File: config.mk
export PLATFORM = sky130hd
export DESIGN_NAME = aim65_disp_ctrl
export DESIGN_NICKNAME = d
export VERILOG_FILES = /design/src/rtl/aim65_disp_pkg.sv /design/src/rtl/aim65_disp_evt_fifo.sv /design/src/rtl/aim65_disp_ctrl.sv
export SDC_FILE = /design/constraint.sdc
export NUM_CORES = 1
export LEC_CHECK = 0
export BUFFER_PORTS_ARGS = -buffer_cell sky130_fd_sc_hd__buf_2
export CORE_MARGIN = 2
export CORE_UTILIZATION = 50
export CTS_CLUSTER_SIZE = 8
export DETAILED_ROUTE_END_ITERATION = 10
export MAX_ROUTING_LAYER = met4
export PLACE_DENSITY = 0.65
export SLEW_MARGIN = 5
export SYNTH_ARGS = -nofsm -noshare
export SYNTH_HDL_FRONTEND = slang
export SYNTH_HIERARCHICAL = 1
export SYNTH_SLANG_ARGS = --single-unit
File: constraint.sdc
create_clock -name clk -period 5.3 [get_ports clk]
set_clock_uncertainty 0.15 [all_clocks]
set_input_delay 0 -clock clk [delete_from_list [all_inputs] [get_ports clk]]
set_output_delay 0 -clock clk [all_outputs]
set_load 0.05 [all_outputs]
File: src/rtl/aim65_disp_pkg.sv
// rtl/aim65_disp_pkg.sv - shared types and constants for the AIM-65 display controller
package aim65_disp_pkg;

    localparam logic [6:0] DISP_BLANK        = 7'h20;
    localparam int         DIGITS_PER_MODULE = 4;
    localparam int         MAX_MODULES       = 5;

    // Bit positions on the PIA ports
    localparam int ADDR_LSB   = 0;
    localparam int ADDR_MSB   = 1;
    localparam int CE_LSB     = 2;
    localparam int WR_BIT     = 7;
    localparam int CURSOR_BIT = 7;

    typedef logic [4:0] disp_idx_t;

    typedef struct packed {
        disp_idx_t  addr;
        logic [6:0] ch;
    } disp_evt_t;

endpackage

File: src/rtl/aim65_disp_evt_fifo.sv
// rtl/aim65_disp_evt_fifo.sv - synchronous first-word-fall-through FIFO of display update events
module aim65_disp_evt_fifo
    import aim65_disp_pkg::*;
#(
    parameter int DEPTH = 4
) (
    input  logic      clk,
    input  logic      reset,
    input  logic      push,
    input  disp_evt_t wdata,
    input  logic      pop,
    output disp_evt_t rdata,
    output logic      full,
    output logic      empty
);

    localparam int AW = $clog2(DEPTH);

    disp_evt_t     mem [DEPTH];
    logic [AW-1:0] wptr;
    logic [AW-1:0] rptr;
    logic [AW:0]   count;
    logic          do_push;
    logic          do_pop;

    assign full    = (count == (AW+1)'(DEPTH));
    assign empty   = (count == '0);
    assign do_pop  = pop && !empty;
    // A pop in the same cycle frees the slot, so a push into a full FIFO still lands
    assign do_push = push && (!full || do_pop);
    assign rdata   = empty ? '0 : mem[rptr];

    always_ff @(posedge clk) begin
        if (!reset) begin
            wptr  <= '0;
            rptr  <= '0;
            count <= '0;
        end else begin
            if (do_push) begin
                mem[wptr] <= wdata;
                wptr      <= wptr + 1'b1;
            end
            if (do_pop) begin
                rptr <= rptr + 1'b1;
            end
            case ({do_push, do_pop})
                2'b10:   count <= count + 1'b1;
                2'b01:   count <= count - 1'b1;
                default: count <= count;
            endcase
        end
    end

endmodule

File: src/rtl/aim65_disp_ctrl.sv
// rtl/aim65_disp_ctrl.sv - DL1416 bus decoder, display buffer, read port and update-event stream
// Optional cursor storage is enabled by defining AIM65_DISP_CURSOR_EN.
module aim65_disp_ctrl
    import aim65_disp_pkg::*;
#(
    parameter int NUM_MODULES = 5,
    parameter int FIFO_DEPTH  = 4
) (
    input  logic       clk,
    input  logic       reset,
    input  logic [7:0] pa_in,
    input  logic [7:0] pb_in,
    input  logic [4:0] rd_addr,
    output logic [6:0] rd_data,
    output logic       rd_cursor,
    output logic       evt_valid,
    input  logic       evt_ready,
    output logic [4:0] evt_addr,
    output logic [6:0] evt_char,
    output logic       evt_ovf,
    input  logic       ovf_clr
);

    localparam int DEPTH = DIGITS_PER_MODULE * NUM_MODULES;

    logic [7:0]             pa_q;
    logic [7:0]             pb_q;
    logic                   wr_prev;
    logic [NUM_MODULES-1:0] sel;
    disp_idx_t              first_idx;
    logic                   wr_hit;
    logic                   cur_wr;
    logic                   push;
    logic                   pop;
    logic                   fifo_full;
    logic                   fifo_empty;
    disp_evt_t              fifo_rdata;
    logic [6:0]             disp_mem [DEPTH];

    always_ff @(posedge clk) begin
        if (!reset) begin
            pa_q    <= 8'hFF;
            pb_q    <= 8'hFF;
            wr_prev <= 1'b1;
        end else begin
            pa_q    <= pa_in;
            pb_q    <= pb_in;
            wr_prev <= pa_q[WR_BIT];
        end
    end

    // Walk modules high to low so the lowest selected module sets the event index
    always_comb begin
        sel       = '0;
        first_idx = '0;
        for (int m = NUM_MODULES - 1; m >= 0; m--) begin
            sel[m] = ~pa_q[CE_LSB + m];
            if (sel[m]) begin
                first_idx = disp_idx_t'(DIGITS_PER_MODULE * m + 3 - int'(pa_q[ADDR_MSB:ADDR_LSB]));
            end
        end
    end

    assign wr_hit = pa_q[WR_BIT] && !wr_prev && (|sel);

`ifdef AIM65_DISP_CURSOR_EN
    assign cur_wr = pb_q[CURSOR_BIT];
`else
    logic unused_pb;
    assign unused_pb = pb_q[CURSOR_BIT];
    assign cur_wr    = 1'b0;
`endif

    assign push = wr_hit && !cur_wr;
    assign pop  = evt_valid && evt_ready;

    always_ff @(posedge clk) begin
        if (!reset) begin
            for (int i = 0; i < DEPTH; i++) begin
                disp_mem[i] <= DISP_BLANK;
            end
        end else if (push) begin
            for (int m = 0; m < NUM_MODULES; m++) begin
                if (sel[m]) begin
                    disp_mem[DIGITS_PER_MODULE * m + 3 - int'(pa_q[ADDR_MSB:ADDR_LSB])] <= pb_q[6:0];
                end
            end
        end
    end

    always_ff @(posedge clk) begin
        if (!reset) begin
            rd_data <= DISP_BLANK;
        end else if (rd_addr < 5'(DEPTH)) begin
            rd_data <= disp_mem[rd_addr];
        end else begin
            rd_data <= DISP_BLANK;
        end
    end

`ifdef AIM65_DISP_CURSOR_EN
    logic cursor_mem [DEPTH];

    always_ff @(posedge clk) begin
        if (!reset) begin
            for (int i = 0; i < DEPTH; i++) begin
                cursor_mem[i] <= 1'b0;
            end
        end else if (wr_hit && cur_wr) begin
            for (int m = 0; m < NUM_MODULES; m++) begin
                if (sel[m]) begin
                    cursor_mem[DIGITS_PER_MODULE * m + 3 - int'(pa_q[ADDR_MSB:ADDR_LSB])] <= pb_q[0];
                end
            end
        end
    end

    always_ff @(posedge clk) begin
        if (!reset) begin
            rd_cursor <= 1'b0;
        end else if (rd_addr < 5'(DEPTH)) begin
            rd_cursor <= cursor_mem[rd_addr];
        end else begin
            rd_cursor <= 1'b0;
        end
    end
`else
    assign rd_cursor = 1'b0;
`endif

    // Set beats clear: an overflow in the clearing cycle must not be lost
    always_ff @(posedge clk) begin
        if (!reset) begin
            evt_ovf <= 1'b0;
        end else if (push && fifo_full && !pop) begin
            evt_ovf <= 1'b1;
        end else if (ovf_clr) begin
            evt_ovf <= 1'b0;
        end
    end

    aim65_disp_evt_fifo #(
        .DEPTH (FIFO_DEPTH)
    ) u_evt_fifo (
        .clk   (clk),
        .reset (reset),
        .push  (push),
        .wdata ({first_idx, pb_q[6:0]}),
        .pop   (pop),
        .rdata (fifo_rdata),
        .full  (fifo_full),
        .empty (fifo_empty)
    );

    assign evt_valid = !fifo_empty;
    assign evt_addr  = fifo_rdata.addr;
    assign evt_char  = fifo_rdata.ch;

endmodule
**Word level (Yosys, flattened, before mapping)**

Memories as Yosys holds them, arrays and structs flattened. A register that Yosys moved wholly into a read port is not among the register bits.
Index checks and enable logic that the tools add are counted.

- Register bits: 24
- Bits in writable memories: 188
- Input port bits: 25
- Memories kept: 2

Memories:

| memory | words | bits a word | rd ports | clocked after memory_dff | wr ports | line | text |
|---|---|---|---|---|---|---|---|
| disp_mem | 20 | 7 | 1 | 1 | 20 | aim65_disp_ctrl.sv:38 | `logic [6:0] disp_mem [DEPTH];` |
| u_evt_fifo.mem | 4 | 12 | 1 | 1 | 1 | aim65_disp_evt_fifo.sv:19 | `disp_evt_t mem [DEPTH];` |

- Add/sub/neg operators: 9
- $lt $le $gt $ge: 1
- Equality and inequality tests: 3
- Multiplexer cells: 50
- Bitwise logic cells: 5
- Reductions and logical operators: 23

Operator list:

| cell | number |
|---|---|
| 5-bit two-way mux | 10 |
| 7-bit two-way mux | 5 |
| 7-bit OR reduction | 5 |
| 1-bit two-way mux | 31 |
| 12-bit two-way mux | 1 |
| 4-bit by 2-bit subtractor with 5-bit output, first input constant | 2 |
| 1-bit logical AND | 7 |
| 3-bit case mux with 2 select lines | 1 |
| 1-bit zero test | 5 |
| 5-bit < comparator, second input constant | 1 |
| 1-bit NOT | 5 |
| 5-bit OR reduction | 1 |
| 5-bit by 2-bit subtractor with 5-bit output, first input constant | 1 |
| 2-bit by 1-bit adder with 2-bit output, second input constant | 2 |
| 2-bit two-way mux | 2 |
| 2-bit nonzero test | 2 |
| 3-bit by 2-bit subtractor with 4-bit output, first input constant | 1 |
| 3-bit by 1-bit adder with 3-bit output, second input constant | 1 |
| 3-bit == test, second input constant | 1 |
| 3-bit zero test | 1 |
| 2-bit by 2-bit subtractor with 3-bit output, first input constant | 1 |
| 3-bit by 1-bit subtractor with 3-bit output, second input constant | 1 |
| 2-bit by 1-bit == test with 1-bit output, second input constant | 1 |
| 2-bit == test, second input constant | 1 |
| other kinds (2) | 2 |

**Longest topological paths before layout**

Gate-level depths: netlist (run 1).

- Depth after elaboration: 9
- Gate-level depth with buffers: 11
- Gate-level depth less buffers: 8

**Cells and area by module**

Netlist (run 1), hierarchy kept.

Modules (own cells, without submodules):

| module | times used | cells each | area each (um^2) |
|---|---|---|---|
| aim65_disp_ctrl | 1 | 508 | 7247.0 |
| aim65_disp_evt_fifo | 1 | 147 | 2411.1 |

**Worst setup path after synthesis (run 1)**

Ideal clock, no wire load.

- Path type: reg2reg
- From: reg u_evt_fifo.count[2]
- To: reg u_evt_fifo.count[2]
- Library setup time: 0.120 ns
- Arrival time: 2.329 ns
- Data required time: 5.030 ns
- Slack: 2.701 ns
- Stages on the path, launching flop included: 12
- Path buffers: 3
- Clock period less this slack: 2.599 ns
- Cell sequence: dfxtp_1 > buf_2 > nor3_1 > buf_2 > nor2b_1 > buf_2 > o31ai_1 > nand2b_1 > fa_1 > o21ai_0 > a31oi_1 > o31a_1

- Cells in the longest elaborated chain, start to end: 8
- Elaborated cells between the ends (all ways): 14

Ends and longest elaborated chain:

| item | line | text |
|---|---|---|
| start, declared | aim65_disp_evt_fifo.sv:22 | `logic [AW:0] count;` |
| start signal, assigned | aim65_disp_evt_fifo.sv:47 | `2'b10: count <= count + 1'b1;` |
| start signal, assigned | aim65_disp_evt_fifo.sv:48 | `2'b01: count <= count - 1'b1;` |
| start signal, assigned | aim65_disp_evt_fifo.sv:49 | `default: count <= count;` |
| 3-bit zero test * | aim65_disp_evt_fifo.sv:27 | `assign empty = (count == '0);` |
| named net fifo_empty | aim65_disp_ctrl.sv:36 | `logic fifo_empty;` |
| 1-bit zero test * | aim65_disp_ctrl.sv:155 | `assign evt_valid = !fifo_empty;` |
| 1-bit logical AND * | aim65_disp_ctrl.sv:75 | `assign pop = evt_valid && evt_ready;` |
| named net pop | aim65_disp_ctrl.sv:34 | `logic pop;` |
| 1-bit logical AND * | aim65_disp_evt_fifo.sv:28 | `assign do_pop = pop && !empty;` |
| 1-bit logical OR | aim65_disp_evt_fifo.sv:30 | `assign do_push = push && (!full \|\| do_pop);` |
| 1-bit logical AND | aim65_disp_evt_fifo.sv:30 |  |
| 2-bit by 1-bit == test with 1-bit output / 2-bit == test (equally long branches) | aim65_disp_evt_fifo.sv:46 | `case ({do_push, do_pop})` |
| 3-bit case mux with 2 select lines / 2-bit nonzero test (equally long branches) | - |  |

The timed path passes the listed nets; every way through them passes the cells marked *.
A chain may end at the register's enable or synchronous reset.

**Worst setup path after layout (run 1)**

- From: reg u_evt_fifo.count[0]
- To: mem u_evt_fifo/mem[1][3] in the netlist's numbering (enable)

- Cells in the longest elaborated chain, start to end: 9
- Elaborated cells between the ends (all ways): 11

Ends and longest elaborated chain:

| item | line | text |
|---|---|---|
| 3-bit zero test | aim65_disp_evt_fifo.sv:27 |  |
| named net fifo_empty | aim65_disp_ctrl.sv:36 |  |
| 1-bit zero test | aim65_disp_ctrl.sv:155 |  |
| 1-bit logical AND | aim65_disp_ctrl.sv:75 |  |
| named net pop | aim65_disp_ctrl.sv:34 |  |
| 1-bit logical AND | aim65_disp_evt_fifo.sv:28 |  |
| 1-bit logical OR | aim65_disp_evt_fifo.sv:30 |  |
| 1-bit logical AND | aim65_disp_evt_fifo.sv:30 |  |
| 1-bit two-way mux | aim65_disp_evt_fifo.sv:39 | `if (do_push) begin` |
| 1-bit two-way mux | aim65_disp_evt_fifo.sv:34 | `if (!reset) begin` |
| 1-bit two-way mux (not written as such) | aim65_disp_evt_fifo.sv:40 | `mem[wptr] <= wdata;` |
| end, declared | aim65_disp_evt_fifo.sv:19 |  |

The timed path passes the listed nets, and every way through them passes these cells.

==> results of run 1 <==
[metrics by stage]
| stage | hold WS, ns | worst slack [ns] | power, mW | utilization (%) |
|---|---|---|---|---|
| 5_1_grt | 0.123 | 1.68 | 4.13 | 59.6 |
| 3_5_place_dp | 0.0337 | 1.91 | 2.21 | 52.9 |
| 2_1_floorplan | -0.0485 | 2.70 | 2.14 | - |
| 3_3_place_gp | 0.0291 | 2.03 | 2.20 | 52.9 |
| 6_report | 0.0573 | 1.91 | 4.00 | 59.6 |
| 4_1_cts | 0.0415 | 1.90 | 4.03 | 59.6 |
[Yosys cell counts, types with 2 or more instances]
cell | instances | area [um^2]
buf_2 | 9 | 45.0
a221oi_1 | 6 | 52.6
mux2i_1 | 10 | 100
buf_4 | 3 | 22.5
nand4_1 | 2 | 12.5
clkbuf_1 | 33 | 124
ha_1 | 4 | 50.1
a21oi_1 | 6 | 30.0
nand3b_1 | 3 | 22.5
or3_1 | 21 | 131
and2_1 | 122 | 763
nand2b_1 | 21 | 131
buf_6 | 6 | 67.6
or3b_1 | 4 | 35.0
nor2_1 | 33 | 124
o21ai_0 | 23 | 115
nor2b_1 | 16 | 100
xor2_1 | 4 | 35.0
inv_1 | 14 | 52.6
mux4_2 | 40 | 901
nand3_1 | 5 | 25.0
mux4_1 | 3 | 78.8
dfxtp_1 | 33 | 661
o22ai_1 | 6 | 37.5
a211oi_1 | 6 | 45.0
nor3_1 | 3 | 15.0
edfxtp_1 | 188 | 5650
o31ai_1 | 2 | 15.0
nand2_1 | 8 | 30.0
a32oi_1 | 5 | 43.8
[registers in the layout, summed over array words and instances, names as in the netlist, named ones only]
name              cells
u_evt_fifo/count      3
wr_prev               1
u_evt_fifo/rptr       2
u_evt_fifo/mem       48
evt_ovf               1
pb_q                  7
u_evt_fifo/wptr       2
disp_mem            140
pa_q                  8
rd_data               7
[report_power, final]
| group | total, mW | switching [mW] | leakage (nW) | internal, mW |
|---|---|---|---|---|
| registers | 1.98 | 0.0457 | 2.07 | 1.94 |
| clock network | 1.80 | 0.710 | 0.425 | 1.09 |
| logic | 0.209 | 0.124 | 1.43 | 0.0854 |
| total | 4.00 | 0.879 | 3.92 | 3.12 |
[repair_timing]
action,CTS,global route
resized for setup,0,0
endpoints found under the hold margin,27,0
hold buffers,37,0
[cells by family (layout without fill, tap and decap cells)]
family          Yosys count  count (layout)  share of synthesized area (%)
simple gates            242             242                           14.8
flops                   221             221                           65.3
buf+inv                  65             154                           3.23
compound gates           63              63                           4.26
mux                      54              54                           11.3
fa+ha+maj                 5               5                          0.726
xor+xnor                  4               4                          0.363
other cells               1               1                         0.0388
[path summary, 6_finish.rpt]
path                       startpoint                   end
setup / recovery  u_evt_fifo/count[0]  u_evt_fifo/mem[1][3]
hold / removal             rd_addr[0]            rd_data[5]
hold reg to reg               pa_q[7]               wr_prev
setup reg to reg  u_evt_fifo/count[0]  u_evt_fifo/mem[1][3]
[per-layer routing]
metal	up-vias	global-route usage (%)	part of all wire, %
met3	28	4.12	6.5
met5	-	-	0
met2	188	35.5	50
li1	2560	-	-
met4	0	5.16	1.6
met1	2790	28.5	42
[worst register-to-register path: cells and delay by family (launching register included)]
family,cells,cell delay [ns]
simple gates,5,2.29
flops,1,0.53
[placed cells by master, fill, tap and decap left out, drive strengths merged, types with 2 or more instances in the layout]
master,instances
nand2,8
dfxtp,33
nor2b,16
a211oi,6
dlygate4sd3,37
buf,45
and2,122
o31ai,2
xor2,4
mux2i,10
nand4,2
clkbuf,56
nor2,33
a32oi,5
o21ai,23
inv,15
nand3,6
or3,21
edfxtp,188
a221oi,6
nor3,3
ha,4
nand3b,3
o22ai,6
a21oi,6
nand2b,21
or3b,4
mux4,43
[area by class of cell]
cell class | instances | area, um^2 | share of cell area, %
Sequential cell | 221 | 6310 | 56.2
Multi-Input combinational cell | 369 | 3050 | 27.1
Clock buffer | 56 | 870 | 7.75
Timing Repair Buffer | 82 | 598 | 5.33
Tap cell | 260 | 325 | 2.90
Inverter | 14 | 52.6 | 0.468
Clock inverter | 2 | 25.0 | 0.223
==> metrics.cfg, run 1 <==
[clocking]
htree_levels = 1
cts.sinks = 221
clk_pin_slew_ns = 0.05
root_buffer = clkbuf_16
cts_tree = yes
post_cts_buffers = 0
worstSkewPairLatency_ns = 0.55
clk_path_buf_depth = 3
cts-buffers-inserted = 31

[critical_path]
cp_top_family = simple AND/OR/NAND/NOR gates
path_max_fanout = 14
worstSetupEndpointType = flip-flop
worstSetupStartpointType = flip-flop
critical_path_buf_inv_count = 0
critical_path_arrival_ns = 3.39
r2r_cells = 5
worstPathCellList = nor3_2, nor2b_1, or4b_4, nand3_2, nor2_1
path_depth = 5
crit_required_ns = 5.30
ff2ff_setup_slack_ns = 1.91
crit_type = flip-flop to flip-flop
critPathMaxStageDelay_ns = 0.99
cp_slowest_cell = nor2_1

[place]
hpwl_um = 13300
port_buffers = 44
dp.cells = 909
postPlaceCellArea_um2 = 9960
place_congestion = 0.850

[sta]
finalHoldViolations = 0
fmaxAchievable_mhz = 295
relSlewSlack_pct = 14.5
tightest_slew_ns = 1.27
drv_slew = 0
finalSetupViolations = 0
period_share_pct = 64.0
layout_min_cycle_time_ns = 3.39
fin_tns_setup_ns = 0
rsz0062_at_grt = false

[detailed_routing]
wl_per_cell_um = 20.5
drt_iter0_drc = 398
drc = 0
ant_nets = 0
firstDrtPassIters = 5
num_vias = 5566
totalWireLength_um = 20600
viasPerCell = 5.54

[status]
run_status = finished clean

[synth]
yosysWarningCount = 6
ys_seq_area_share_pct = 65.3
avgSynthCellArea_um2 = 14.7
synth-seq-cells = 221
ys.flop_type = edfxtp_1
postSynthCellCount = 655
synth-edff-count = 188
synth_area_um2 = 9660
synth_cell_type_count = 46
async_flop_share_pct = 0
syn-num-nets = 685

[global_routing]
grt_overflow = 0
grt_pass1_vias = 5660
antenna_found_initial = 0
grt_max_degree = 43
grt_pass1_wl_um = 32400
grt_usage_pct = 21.7

[min_path]
hold_depth = 3
hold_path.class = input pin to flip-flop

[final_layout]
fillCellCount = 1455
fin_cells = 1004
drive_gt1_share_pct = 16.5
layout.nets = 749
syn2layout_area_growth_pct = 16.2
antennaDiodeCount = 0
stdcell_area_um2 = 11200

[power_and_ir_drop]
p_per_area_nw_per_um2 = 356
max-vdd-ir-drop_mv = 0.353
p_leak_nw = 3.92

[floorplan]
ios = 47
start_util_pct = 51.3
rows = 50
core_region_area_um2 = 18800
dieArea_um2 = 20400
die_w_um = 143
die_h_um = 143

[job]
cap_violations = 0

Note: power is estimated with default switching activity, not from simulation.
==> run 2, diff against run 1 <==
==> constraint.sdc (replaced) <==
create_clock -name clk -period 3.3 [get_ports clk]
set_clock_uncertainty 0.15 [all_clocks]
set_input_delay 0 -clock clk [delete_from_list [all_inputs] [get_ports clk]]
set_output_delay 0 -clock clk [all_outputs]
set_load 0.05 [all_outputs]
==> run 2 against run 1 <==
Against the previous run: die area unchanged; total power increased by 60%; core utilization increased by 0.78 points; cell area increased by 1.3%; critical path depth increased by 4; first-iteration DRC count decreased by 7.8%; worst hold slack improved by 0.075 ns; sequential share of layout area decreased by 0.73 points; via count increased by 1.5%; sequential power increased by 61%; critical path type unchanged; critical endpoint is now u_evt_fifo/count[2]; largest cell class unchanged; highest routed layer unchanged.
==> metrics.cfg, run 2 (synthesis gave the netlist of run 1 again) <==
[status]
run_status = finished clean

[clocking]
cts-buffers-inserted = 31  ; unchanged
cts_tree = yes
cts.sinks = 221  ; unchanged
clk_path_buf_depth = 3  ; unchanged
root_buffer = clkbuf_16
worstSkewPairLatency_ns = 0.54  ; about the same
htree_levels = 1  ; unchanged
clk_pin_slew_ns = 0.05  ; about the same

[sta]
finalSetupViolations = 0  ; unchanged
tightest_slew_ns = 1.22  ; -0.0489 ns
fmaxAchievable_mhz = 353  ; +20%
drv_slew = 0  ; unchanged
finalHoldViolations = 0  ; unchanged
finalHoldWorstSlack_ns = 0.133  ; +0.0753 ns
period_share_pct = 85.9  ; +22 points
relSlewSlack_pct = 18.3  ; +3.9 points
rsz0062_at_grt = false
layout_min_cycle_time_ns = 2.83  ; -0.557 ns
fin_tns_setup_ns = 0  ; unchanged

[detailed_routing]
totalWireLength_um = 20900  ; +1.5%
ant_nets = 0  ; unchanged
drt_iter0_drc = 367  ; -7.8%
drc = 0  ; unchanged
firstDrtPassIters = 4  ; -1
num_vias = 5650  ; +1.5%
wl_per_cell_um = 20.4  ; -0.54%
viasPerCell = 5.51  ; -0.57%

[critical_path]
crit_type = flip-flop to flip-flop
crit_start = u_evt_fifo/count[0]
r2r_cells = 9  ; +4
worstSetupEndpoint = u_evt_fifo/count[2]
crit_required_ns = 3.57  ; -1.73 ns
path_max_fanout = 14  ; unchanged
critical_path_arrival_ns = 3.11  ; -0.28 ns
r2r_start = u_evt_fifo/count[0]
worstSetupEndpointType = flip-flop
cp_slowest_cell = dfxtp_1
r2r_end = u_evt_fifo/count[2]
critPathMaxStageDelay_ns = 0.57  ; -0.42 ns
worstSetupStartpointType = flip-flop
ff2ff_setup_slack_ns = 0.47  ; -1.44 ns
worstPathCellList = nor3_4, nor2b_1, buf_4, o31ai_1, nand2b_1, fa_1, o21ai_0, a31oi_1, o31a_1

[power_and_ir_drop]
p_per_area_nw_per_um2 = 562  ; +58%
p_leak_nw = 4.02  ; +2.5%
finalPower_mw = 6.38  ; +60%
max-vdd-ir-drop_mv = 0.435  ; +23%

[floorplan]
dieArea_um2 = 20400  ; unchanged
rows = 50  ; unchanged
core_region_area_um2 = 18800  ; unchanged
die_w_um = 143  ; unchanged
ios = 47  ; unchanged
die_h_um = 143  ; unchanged
start_util_pct = 51.3  ; unchanged

[final_layout]
regMostFlops = disp_mem
final_cell_mix = 188 x edfxtp_1, 122 x and2_1, 44 x buf_2
syn2layout_area_growth_pct = 17.7
utilization_pct = 60.4  ; +0.78 points
stdcell_area_um2 = 11400  ; +1.3%
layout.nets = 770  ; +2.8%
reg_top3 = disp_mem x140, u_evt_fifo/mem x48, pa_q x8
final_common_cell = edfxtp_1
drive_gt1_share_pct = 19.1  ; +2.6 points
antennaDiodeCount = 0  ; unchanged
largest_reg_flops = 140  ; unchanged

[global_routing]
grt_overflow = 0  ; unchanged
antenna_found_initial = 0  ; unchanged
grt_pass1_wl_um = 32400  ; about the same
grt_pass1_vias = 5784  ; +2.2%
grt_max_degree = 37  ; -14%
grt_usage_pct = 21.8  ; +0.12 points

[place]
port_buffers = 44  ; unchanged
postPlaceCellArea_um2 = 10100  ; +1.7%
hpwl_um = 13800  ; +3.7%
place_congestion = 0.776  ; -8.8%

[job]
cap_violations = 0  ; unchanged

[min_path]
hold_path.class = input pin to flip-flop

-- run 2: how the worst min path moves through the flow --
stage                     endpoint      from  cells past startpoint  slack (ns)
after floorplan            pa_q[0]  pa_in[0]                      1       -0.05
after global placement     pb_q[5]  pb_in[5]                      2        0.03
after detailed placement   pb_q[2]  pb_in[2]                      2        0.04
after CTS                  wr_prev     reset                      3        0.12
after global routing       wr_prev     reset                      3        0.14
final                      wr_prev     reset                      3        0.13
-- run 2: where the power goes --
part	total [mW]	internal (mW)	leakage [nW]	switching [mW]
registers	3.18	3.11	2.07	0.0697
logic	0.361	0.153	1.53	0.208
clock network	2.84	1.75	0.420	1.09
total	6.38	5.01	4.02	1.37
-- run 2: worst max-delay path: cells and delay by family, from the launching register on --
kind / cells / cell delay, ns
adders and majority gates: 1 / 0.49
buffers and inverters: 1 / 0.22
DFF: 1 / 0.57
and+or+nand+nor: 3 / 0.61
AOI/OAI and AO/OA: 4 / 0.66
-- run 2: cell type report --
| type | instances | area (um^2) |
|---|---|---|
| clock buffers | 56 | 870 |
| clock inverters | 2 | 13.8 |
| fillers | 1360 | 7460 |
| inverters | 14 | 52.6 |
| multi-input cells | 369 | 3050 |
| flip-flops and latches | 221 | 6310 |
| well taps | 260 | 325 |
| repair buffers | 103 | 751 |
-- run 2: per-stage QoR --
| stage | cells | setup WS [ns] |
|---|---|---|
| floorplan | 655 | 0.701 |
| global placement | 932 | 0.448 |
| detailed placement | 932 | 0.247 |
| CTS | 1025 | 0.224 |
| global route | 1025 | 0.259 |
| finish | 1025 | 0.466 |
-- run 2: timing repair --
action                                  CTS  global route
endpoints found under the setup margin    0             1
setup buffers                             0             0
hold buffers                             35             0
hold endpoints to repair                 26             0
gates resized for setup                   0             1
-- run 2: per-layer routing --
layer | up-vias | part of all wire [%] | track usage, %
li1 | 2595 | - | -
met1 | 2853 | 43 | 28.2
met2 | 158 | 50 | 36.4
met3 | 44 | 4.3 | 3.02
met4 | 0 | 2.9 | 6.46
met5 | - | 0 | -
